<file path="src/rtl/frame_seq_pkg.sv">
// rtl/frame_seq_pkg.sv - shared state, phase and colour definitions for the frame sequencer
package frame_seq_pkg;

    localparam int COLR_W = 2;

    typedef enum logic [2:0] {
        ST_IDLE     = 3'd0,
        ST_SYNC     = 3'd1,
        ST_CAPTURE  = 3'd2,
        ST_READ     = 3'd3,
        ST_CLASSIFY = 3'd4,
        ST_SEND     = 3'd5,
        ST_FAULT    = 3'd6
    } state_e;

    localparam logic [2:0] PH_SYNC     = 3'd0;
    localparam logic [2:0] PH_CAPTURE  = 3'd1;
    localparam logic [2:0] PH_READ     = 3'd2;
    localparam logic [2:0] PH_CLASSIFY = 3'd3;
    localparam logic [2:0] PH_SEND     = 3'd4;

    // Phase code reported in err_phase when the given state times out.
    function automatic logic [2:0] phase_of(input state_e s);
        case (s)
            ST_CAPTURE:  return PH_CAPTURE;
            ST_READ:     return PH_READ;
            ST_CLASSIFY: return PH_CLASSIFY;
            ST_SEND:     return PH_SEND;
            default:     return PH_SYNC;
        endcase
    endfunction

    // States that wait on an external event and are guarded by the watchdog.
    function automatic logic is_waiting(input state_e s);
        return (s == ST_SYNC) || (s == ST_CAPTURE) || (s == ST_READ) ||
               (s == ST_CLASSIFY) || (s == ST_SEND);
    endfunction

endpackage

</file>
<file path="src/rtl/phase_watchdog.sv">
// rtl/phase_watchdog.sv - per-state residency counter with expiry flag
module phase_watchdog #(
    parameter int TIMEOUT_CYCLES = 1000000,
    parameter int TMR_W          = 20
) (
    input  logic clk,
    input  logic rst_n,
    input  logic clr,
    input  logic run,
    output logic expire
);

    logic [TMR_W-1:0] cnt_q;
    logic [TMR_W-1:0] cnt_d;

    // Restart on every state change, otherwise count while a waiting state is active.
    always_comb begin
        cnt_d = cnt_q;
        if (clr) begin
            cnt_d = '0;
        end else if (run) begin
            cnt_d = cnt_q + 1'b1;
        end
    end

    // Counter register.
    always_ff @(posedge clk) begin
        if (!rst_n) begin
            cnt_q <= '0;
        end else begin
            cnt_q <= cnt_d;
        end
    end

    assign expire = (cnt_q == TMR_W'(TIMEOUT_CYCLES - 1));

endmodule

</file>
<file path="src/rtl/frame_sequencer.sv">
// rtl/frame_sequencer.sv - camera frame sequencer: sync, capture, read, classify, send
module frame_sequencer
    import frame_seq_pkg::*;
#(
    parameter int TIMEOUT_CYCLES = 1000000,
    parameter int TMR_W          = 20,
    parameter int FCNT_W         = 8
) (
    input  logic              clk,
    input  logic              rst_n,
    input  logic              start,
    input  logic              err_clr,
    input  logic              cam_vsync,
    input  logic              cap_done,
    input  logic              lect_done,
    input  logic              colr_done,
    input  logic [COLR_W-1:0] colr_code,
    input  logic              tx_done,
    output logic              cam_en,
    output logic              lect_go,
    output logic              colr_go,
    output logic              tx_go,
    output logic [COLR_W-1:0] color,
    output logic [FCNT_W-1:0] frame_cnt,
    output logic              busy,
    output logic              error,
    output logic [2:0]        err_phase
);

    state_e            state_q, state_d;
    logic              vsync_q, vsync_d;
    logic              cam_en_q, cam_en_d;
    logic              lect_go_q, lect_go_d;
    logic              colr_go_q, colr_go_d;
    logic              tx_go_q, tx_go_d;
    logic [COLR_W-1:0] color_q, color_d;
    logic [FCNT_W-1:0] frame_cnt_q, frame_cnt_d;
    logic              busy_q, busy_d;
    logic              error_q, error_d;
    logic [2:0]        err_phase_q, err_phase_d;
    logic              vsync_rise;
    logic              step_done;
    logic              wd_expire;

    assign vsync_rise = cam_vsync & ~vsync_q;

    phase_watchdog #(
        .TIMEOUT_CYCLES (TIMEOUT_CYCLES),
        .TMR_W          (TMR_W)
    ) u_watchdog (
        .clk    (clk),
        .rst_n  (rst_n),
        .clr    (state_d != state_q),
        .run    (is_waiting(state_q)),
        .expire (wd_expire)
    );

    // Next state, payload latching and registered-output values.
    always_comb begin
        state_d     = state_q;
        vsync_d     = cam_vsync;
        color_d     = color_q;
        frame_cnt_d = frame_cnt_q;
        err_phase_d = err_phase_q;
        step_done   = 1'b0;

        case (state_q)
            ST_IDLE: begin
                if (start) state_d = ST_SYNC;
            end
            ST_SYNC: begin
                step_done = vsync_rise;
                if (step_done) state_d = ST_CAPTURE;
            end
            ST_CAPTURE: begin
                step_done = cap_done;
                if (step_done) state_d = ST_READ;
            end
            ST_READ: begin
                step_done = lect_done;
                if (step_done) state_d = ST_CLASSIFY;
            end
            ST_CLASSIFY: begin
                step_done = colr_done;
                if (step_done) begin
                    state_d = ST_SEND;
                    color_d = colr_code;
                end
            end
            ST_SEND: begin
                step_done = tx_done;
                if (step_done) begin
                    frame_cnt_d = frame_cnt_q + 1'b1;
                    state_d     = start ? ST_SYNC : ST_IDLE;
                end
            end
            ST_FAULT: begin
                if (err_clr) begin
                    state_d     = ST_IDLE;
                    err_phase_d = '0;
                end
            end
            default: state_d = ST_IDLE;
        endcase

        // A done arriving on the expiry cycle still advances normally.
        if (is_waiting(state_q) && !step_done && wd_expire) begin
            state_d     = ST_FAULT;
            err_phase_d = phase_of(state_q);
        end

        cam_en_d  = (state_d == ST_CAPTURE);
        lect_go_d = (state_d == ST_READ)     && (state_q != ST_READ);
        colr_go_d = (state_d == ST_CLASSIFY) && (state_q != ST_CLASSIFY);
        tx_go_d   = (state_d == ST_SEND)     && (state_q != ST_SEND);
        busy_d    = (state_d != ST_IDLE) && (state_d != ST_FAULT);
        error_d   = (state_d == ST_FAULT);
    end

    // State and output registers.
    always_ff @(posedge clk) begin
        if (!rst_n) begin
            state_q     <= ST_IDLE;
            vsync_q     <= 1'b0;
            cam_en_q    <= 1'b0;
            lect_go_q   <= 1'b0;
            colr_go_q   <= 1'b0;
            tx_go_q     <= 1'b0;
            color_q     <= '0;
            frame_cnt_q <= '0;
            busy_q      <= 1'b0;
            error_q     <= 1'b0;
            err_phase_q <= '0;
        end else begin
            state_q     <= state_d;
            vsync_q     <= vsync_d;
            cam_en_q    <= cam_en_d;
            lect_go_q   <= lect_go_d;
            colr_go_q   <= colr_go_d;
            tx_go_q     <= tx_go_d;
            color_q     <= color_d;
            frame_cnt_q <= frame_cnt_d;
            busy_q      <= busy_d;
            error_q     <= error_d;
            err_phase_q <= err_phase_d;
        end
    end

    assign cam_en    = cam_en_q;
    assign lect_go   = lect_go_q;
    assign colr_go   = colr_go_q;
    assign tx_go     = tx_go_q;
    assign color     = color_q;
    assign frame_cnt = frame_cnt_q;
    assign busy      = busy_q;
    assign error     = error_q;
    assign err_phase = err_phase_q;

endmodule
</file>
<file path="config.mk">
export PLATFORM = sky130hd
export DESIGN_NAME = frame_sequencer
export DESIGN_NICKNAME = d
export VERILOG_FILES = /design/src/rtl/frame_seq_pkg.sv /design/src/rtl/phase_watchdog.sv /design/src/rtl/frame_sequencer.sv
export SDC_FILE = /design/constraint.sdc
export NUM_CORES = 1
export LEC_CHECK = 0
export BUFFER_PORTS_ARGS = -buffer_cell sky130_fd_sc_hd__clkbuf_2
export CELL_PAD_IN_SITES_DETAIL_PLACEMENT = 1
export CELL_PAD_IN_SITES_GLOBAL_PLACEMENT = 2
export CORE_MARGIN = 10
export CORE_UTILIZATION = 32
export CTS_BUF_LIST = sky130_fd_sc_hd__clkbuf_4 sky130_fd_sc_hd__clkbuf_8
export CTS_CLUSTER_SIZE = 30
export DETAILED_ROUTE_END_ITERATION = 10
export PLACE_DENSITY_LB_ADDON = 0.15
export SYNTH_ARGS = -nofsm -noshare
export SYNTH_HDL_FRONTEND = slang
export SYNTH_SLANG_ARGS = --single-unit
export TNS_END_PERCENT = 1
</file>
<file path="constraint.sdc">
create_clock -name clk -period 1.6 [get_ports clk]
set_clock_uncertainty 0.05 [all_clocks]
set_input_delay 0.32 -clock clk [delete_from_list [all_inputs] [get_ports clk]]
set_output_delay 0.32 -clock clk [all_outputs]
set_load 0.05 [all_outputs]
</file>
==> key figures, run 1 <==
STA
  • Minimum clock period: 1.88 ns
  • Slew Viols, Final: 0
  • Setup tns final: -7.29 ns
  • Final WS setup: -0.277 ns
  • Worst-margin pin slew: 0.289 ns
  • Rel. slew slack: 80.8%
  • Maximum clock rate: 0.533 GHz
  • Final period utilization: 117%
  • RSZ-0062 raised after global routing: true
  • Final setup violating endpoints: 34
  • Final count of hold timing violations: 0

Yosys
  • Mapped Cells: 235
  • Synth Cell Area: 2100 sq um
  • Post-synthesis sequential area ratio: 41.0%
  • Synth Flop Type: dfxtp_1
  • Ys async rst share: 0%
  • Flops & latches, synth: 43
  • Post-synth EDFFs: 0
  • Syn Nets: 248
  • Yosys warnings: 0
  • Distinct cells, synth: 43
  • Top-area cell type share of the netlist area: 41.0%
  • Most area-hungry cell type in the Yosys netlist: dfxtp_1
  • Synthesized area per cell: 8.93 sq um
  • Leading post-synthesis cells by cell area: dfxtp_1, xnor2_1, nor3_1

Routing
  • Drt drc: 0
  • ANT nets after route: 0
  • Vias/cell: 4.84
  • Vias: 1954
  • Starting DRT DRC Count: 33
  • Routed WL: 6260 um
  • Avg WL per Cell: 15.5 um
  • Pre-antenna DRT Iters: 4

Worst setup path
  • Worst Path Arrival: 2.01 ns
  • Slowest cell delay on critical path: 0.34 ns
  • RR Endpoint: u_watchdog.cnt_q[15]
  • R2R Path Start: u_watchdog.cnt_q[15]
  • Reg2reg setup slack: -0.28 ns
  • Worst endpoint required time: 1.73 ns
  • Worst path cell trace: nor4bb_4 > and4_1 > nand4_1 > buf_4 > a21boi_2 > buf_12 > nor3_1
  • Kind of start point of the critical path: flip-flop
  • Worst setup path class: flip-flop to flip-flop
  • Slowest cell on the critical path: dfxtp_2
  • Crit. End Element: flip-flop
  • Worst Reg2Reg Path Length in Cells: 7
  • Max FO, Critical Path: 20

Placement
  • # placed instances: 389
  • HPWL after DPL: 4430 um
  • Final Wtd Congestion: 0.795
  • Number of buffers added on ports: 29

Outcome
  • Failing checks: setup timing
  • Status: finished, violations left

Clock tree
  • H-tree Lvls: 2
  • Clk Latency, worst-skew pair: 0.30 ns
  • CTS tree: yes
  • CTS root buffer: clkbuf_8
  • Num CTS Buffers: 5
  • Sinks on Clock Net: 43
  • CTS clock-pin slew for the worst setup and hold paths: 0.08 ns
  • CTS Buffer Depth: 2

Floorplan
  • Number of placement rows: 29
  • Die footprint: 10200 sq um
  • Chip height: 101 um
  • Core area: 6350 sq um
  • Die width: 101 um
  • IO Pins: 30
  • Initial Utilization: 33.1%

Pwr
  • Leakage: 1.31 nW
  • P per Cell Area: 741 nW/um^2
  • VDD IR max: 0.451 mV

GRT
  • Tot GR Track Use: 12.7%
  • Initial antenna violation count: 0
  • Largest net degree at the start of global routing: 21
  • GRT overflow: 0
  • First-pass GRT wire length: 10500 um
  • Number of global-route vias before repair: 2116

Cells and area
  • Layout Cells excl Fill: 404
  • # nets final: 339
  • Synthesis-to-layout area growth: 50.5%
  • Leading cell type in the layout, fill and taps excluded: buf_4
  • Ant diodes: 0
  • Most frequent cells in the layout: buf_4, dfxtp_1, clkbuf_2, nand2_1, xnor2_1
  • Ratio of cells with drive above 1 in the final layout: 48.9%

Worst hold path
  • Hold Path Sink: vsync_q
  • Cell depth of the worst hold path: 2
  • HP Start: cam_vsync
  • Hold Path Class: primary input to flip-flop

Run
  • Number of max-cap violations: 0
==> timing repair <==
item,CTS,global route
endpoints found under the hold margin,0,0
pin swaps,14,7
endpoints found under the setup margin,34,34
resized for setup,39,20
hold buffers,0,0
buffers inserted,5,2
==> critical path: cells and delay by family (launching register included) <==
kind	cells	cell delay [ns]
compound gates	1	0.20
flops	1	0.34
buf+inv	2	0.40
simple gates	4	0.77
==> sequential cells by signal, summed over array words and instances, names as in the netlist <==
register / flops
err_phase: 3
state_q: 3
frame_cnt: 8
busy: 1
error: 1
cam_en: 1
u_watchdog.cnt_q: 20
tx_go: 1
color: 2
vsync_q: 1
colr_go: 1
lect_go: 1
==> stage by stage <==
| stage | cell area, sq um | util [%] | setup WS [ns] | power [W] | hold WS, ns |
|---|---|---|---|---|---|
| floorplan | 2130 | - | -0.0848 | 0.00131 | 0.392 |
| global placement | 2760 | 43.5 | -0.398 | 0.00143 | 0.426 |
| detailed placement | 2760 | 43.5 | -0.438 | 0.00144 | 0.434 |
| CTS | 3060 | 48.3 | -0.238 | 0.00237 | 0.170 |
| global route | 3160 | 49.8 | -0.405 | 0.00246 | 0.191 |
| finish | 3160 | 49.8 | -0.277 | 0.00234 | 0.183 |
==> layer usage <==
layer | vias to the layer above | part of all wire (%) | GRT usage (%)
li1 | 993 | - | -
met1 | 928 | 46 | 15.8
met2 | 27 | 48 | 20.5
met3 | 6 | 4.1 | 3.57
met4 | 0 | 1.4 | 4.39
met5 | - | 0 | 0
==> Yosys cell counts (2+ instances only) <==
cell / count
a21boi_1: 3
a21oi_1: 4
and2_1: 10
and3_1: 3
and4_1: 3
buf_2: 5
buf_4: 2
buf_6: 3
dfxtp_1: 43
ha_1: 2
inv_1: 6
mux2i_1: 5
nand2_1: 18
nand3_1: 14
nand4_1: 4
nor2_1: 16
nor2b_1: 6
nor3_1: 23
nor3_2: 7
nor4b_1: 2
o21a_1: 3
o21ai_0: 3
o21ai_1: 2
or3_1: 4
xnor2_1: 17
xor2_1: 10
==> how the worst max path moves through the flow <==
| stage | cells past startpoint | from | endpoint |
|---|---|---|---|
| floorplan | 7 | state_q[1] | u_watchdog.cnt_q[18] |
| global placement | 7 | state_q[1] | tx_go |
| detailed placement | 7 | state_q[1] | tx_go |
| CTS | 6 | u_watchdog.cnt_q[15] | err_phase[0] |
| global route | 7 | u_watchdog.cnt_q[10] | u_watchdog.cnt_q[15] |
| finish | 7 | u_watchdog.cnt_q[15] | u_watchdog.cnt_q[15] |
==> power by group <==
| group | total (W) | switching [W] | internal [W] |
|---|---|---|---|
| registers | 0.00110 | 0.0000136 | 0.00108 |
| logic | 0.000385 | 0.000219 | 0.000166 |
| clock network | 0.000861 | 0.000395 | 0.000465 |
| total | 0.00234 | 0.000628 | 0.00171 |
==> kinds of logic (layout without fill, tap and decap cells) <==
family	count (synthesis)	after routing	share of synthesized area [%]
AND/OR/NAND/NOR	119	119	32.1
flip-flops	43	43	41.0
XOR/XNOR	27	27	11.3
AO/OA/AOI/OAI	21	21	7.09
buffers and inverters	18	110	4.95
multiplexers	5	5	2.38
adder cells (fa/ha/maj)	2	2	1.19
==> cell type report <==
type,instances,area (sq um)
Tap cell,77,96.3
Multi-Input combinational cell,174,1350
Inverter,6,22.5
Fill cell,736,3190
Timing Repair Buffer,96,699
Clock buffer,5,68.8
Clock inverter,3,43.8
Sequential cell,43,877
Power figures use the tool's default switching activity.
==> inputs of run 2 (changes only) <==
ABC_AREA = 1   (was not set)
CORE_UTILIZATION = 31   (was 32)
GPL_ROUTABILITY_DRIVEN = 0   (was not set)
SKIP_CTS_REPAIR_TIMING = 1   (was not set)
==> run 2 against run 1 <==
Compared with the run above: the run still ends with setup timing left; sequential share of layout area barely moved; sequential power barely moved; critical path depth rose by 7; non-clock buffer count fell by 4; critical path type unchanged; largest power group unchanged.
==> key figures, run 2 <==
Cells and area
  • Filler cells: 900 (+22%)
  • Core Util, Final: 45.5% (-4.3 points)
  • Synthesis-to-layout area growth: 40.5%
  • Largest register FFs: 20 (unchanged)
  • Ratio of cells with drive above 1 in the final layout: 44.2% (-4.7 points)
  • Most frequent cells in the layout: buf_4, nand2_1, dfxtp_1, inv_1
  • # nets final: 393 (+16%)
  • Design Area, Final: 3120 sq um (-1.1%)
  • Leading cell type in the layout, fill and taps excluded: buf_4
  • Largest Register: u_watchdog.cnt_q
  • Ant diodes: 0 (unchanged)

Routing
  • ANT nets after route: 0 (unchanged)
  • Vias/cell: 4.37 (-9.7%)
  • Pre-antenna DRT Iters: 4 (unchanged)
  • Starting DRT DRC Count: 42 (+27%)
  • Vias: 2079 (+6.4%)
  • Drt drc: 0 (unchanged)
  • Routed WL: 5870 um (-6.3%)
  • Avg WL per Cell: 12.3 um (-20%)

GRT
  • Met3 usage: 3.19% (-0.37 points)
  • Largest net degree at the start of global routing: 14 (-33%)
  • Global routing usage on met1: 13.3% (-2.5 points)
  • First-pass GRT wire length: 10000 um (-4.4%)
  • Initial antenna violation count: 0 (unchanged)
  • Number of global-route vias before repair: 2212 (+4.5%)
  • Gr busiest metal: met2
  • Tot GR Track Use: 10.9% (-1.8 points)
  • Met2 usage: 17.7% (-2.8 points)
  • GRT overflow: 0 (unchanged)

STA
  • Final count of hold timing violations: 0 (unchanged)
  • Worst-margin pin slew: 0.282 ns (-0.00675 ns)
  • Hold slack final: 0.190 ns (+0.00705 ns)
  • Final setup violating endpoints: 28 (-18%)
  • Setup tns final: -3.93 ns (+3.36 ns)
  • Slew Viols, Final: 0 (unchanged)
  • Minimum clock period: 1.80 ns (-0.0807 ns)
  • Rel. slew slack: 81.1% (+0.27 points)
  • Final period utilization: 112% (-5.0 points)
  • RSZ-0062 raised after global routing: true
  • Final WS setup: -0.196 ns (+0.0807 ns)
  • Maximum clock rate: 0.557 GHz (+4.5%)

Worst setup path
  • Critical path origin: state_q[1]
  • Worst setup path class: flip-flop to flip-flop
  • Worst Path Arrival: 1.95 ns (-0.06 ns)
  • Worst path cell trace: buf_12 > nor2_4 > nand2_2 > nand3_4 > nand2_2 > buf_12 > nor2_4 > nand2_2 > nor2_4 > nand2_4 > nor2_1 > nand2_1 > nand2_1 > nor2_2
  • Crit. End Element: flip-flop
  • Kind of start point of the critical path: flip-flop
  • R2R Path Start: state_q[1]
  • Slowest cell on the critical path: dfxtp_2
  • Max FO, Critical Path: 13 (-35%)
  • Worst endpoint required time: 1.75 ns (+0.02 ns)
  • Slowest cell delay on critical path: 0.33 ns (about the same)

Clock tree
  • CTS Buffer Depth: 2 (unchanged)
  • CTS tree: yes
  • H-tree Lvls: 2 (unchanged)
  • CTS clock-pin slew for the worst setup and hold paths: 0.08 ns (about the same)
  • CTS root buffer: clkbuf_8
  • Sinks on Clock Net: 43 (unchanged)
  • Num CTS Buffers: 5 (unchanged)
  • Clk Latency, worst-skew pair: 0.30 ns (about the same)

Yosys
  • Synth top cells by count: nand2_1, dfxtp_1, nor2_1, inv_1, nor2_2
  • Top-count cell post-synth: nand2_1
  • Mapped Cells: 289 (+23%)
  • Yosys warnings: 0 (unchanged)
  • Leading post-synthesis cells by cell area: dfxtp_1, nand2_1, nor2_2
  • Syn Nets: 302 (+22%)
  • Post-synthesis sequential area ratio: 38.7% (-2.3 points)
  • Top-area cell type share of the netlist area: 38.7% (-2.3 points)
  • Synthesized area per cell: 7.69 sq um (-14%)
  • Distinct cells, synth: 33 (-23%)
  • Synth Flop Type: dfxtp_1
  • Ys async rst share: 0% (unchanged)
  • Synth Cell Area: 2220 sq um (+5.9%)
  • Most area-hungry cell type in the Yosys netlist: dfxtp_1
  • Flops & latches, synth: 43 (unchanged)
  • Post-synth EDFFs: 0 (unchanged)

Placement
  • Placed cell areas: 2940 sq um (+6.6%)
  • Number of buffers added on ports: 29 (unchanged)
  • Setup WS pre-CTS: -0.267 ns (+0.171 ns)
  • HPWL after DPL: 4710 um (+6.4%)

Pwr
  • VDD IR max: 0.344 mV (-24%)
  • Gate power share: 17.4% (+1.0 points)
  • Leakage: 1.34 nW (+2.4%)
  • Sw Share: 28.2% (+1.3 points)
  • Power Internal: 0.00158 W (-7.6%)
  • Reg power frac: 49.7% (+2.9 points)
  • Sw Pwr: 0.000621 W (-1.1%)
  • Clock Power Share: 32.9% (-3.8 points)
  • P per Cell Area: 706 nW/um^2 (-4.8%)

Floorplan
  • Die footprint: 11000 sq um (+7.4%)
  • Chip height: 105 um (+3.7%)
  • IO Pins: 30 (unchanged)
  • Initial Utilization: 32.4% (-0.70 points)
  • Die width: 105 um (+3.7%)
  • Core area: 6870 sq um (+8.2%)
  • Number of placement rows: 30 (+3.4%)

Run
  • Number of max-cap violations: 0 (unchanged)

Worst hold path
  • Hold Path Class: primary input to flip-flop
  • HP Start: cam_vsync

Outcome
  • Status: finished, violations left
  • Failing checks: setup timing
run 2: changes by cell type in the layout (fill, tap and decap cells not counted), moves of 9 or more:
cell | previous run | this run
inv_1 | 5 | 31
nor3_2 | 16 | 3
nor3_1 | 14 | 5
nor2_1 | 11 | 29
nor2_2 | 2 | 26
a21oi_1 | 3 | 13
xnor2_1 | 17 | 5
nand2_1 | 17 | 45
run 2: through the flow:
step / cells / total power, W
2_1_floorplan: 289 / 0.00136
3_3_place_gp: 469 / 0.00149
3_5_place_dp: 469 / 0.00150
4_1_cts: 476 / 0.00224
5_1_grt: 476 / 0.00233
6_report: 476 / 0.00221
run 2: final cells by class:
cell class / instances / area, sq um / area share (%)
clock buffer: 6 / 82.6 / 2.64
sequential: 43 / 867 / 27.8
inverter: 35 / 131 / 4.21
multi-input combinational: 203 / 1240 / 39.9
tap: 96 / 120 / 3.85
clock inverter: 1 / 5.00 / 0.160
timing repair buffer: 92 / 672 / 21.5
run 2: metal layers:
layer / up-vias / routed length, um
li1: 1083 / -
met1: 966 / 2750
met2: 24 / 2760
met3: 6 / 261
met4: 0 / 96
met5: - / 0
run 2: cell families (layout without fill, tap and decap cells):
logic type               Yosys count  count (layout)  synth area share (%)
XOR/XNOR                          17              17                  6.70
buffers and inverters             43             134                  9.29
adder cells (fa/ha/maj)            2               2                  1.13
AND/OR/NAND/NOR                  156             156                  36.9
flip-flops                        43              43                  38.7
multiplexers                       1               1                 0.506
AO/OA/AOI/OAI                     27              27                  6.81
run 2: path summary, 6_finish.rpt:
check / endpoint / slack, ns / depth (start not counted)
setup reg to reg: u_watchdog.cnt_q[16] / -0.20 / 14
hold reg to reg: color[1] / 0.40 / 2
setup / recovery: u_watchdog.cnt_q[16] / -0.20 / 14
hold / removal: vsync_q / 0.19 / 3
run 2: power by group through the flow:
stage | registers (W) | clock network (W) | logic, W
detailed placement | 0.00112 | 0 | 0.000376
CTS | 0.00110 | 0.000765 | 0.000378
global placement | 0.00112 | 0 | 0.000374
floorplan | 0.00115 | 0 | 0.000216
global route | 0.00110 | 0.000808 | 0.000419
finish | 0.00110 | 0.000726 | 0.000383
run 2: critical path, delay by kind of cell, from the launching register on:
kind | cells | cell delay, ns
buffers and inverters | 2 | 0.28
flip-flops | 1 | 0.33
AND/OR/NAND/NOR | 12 | 1.03
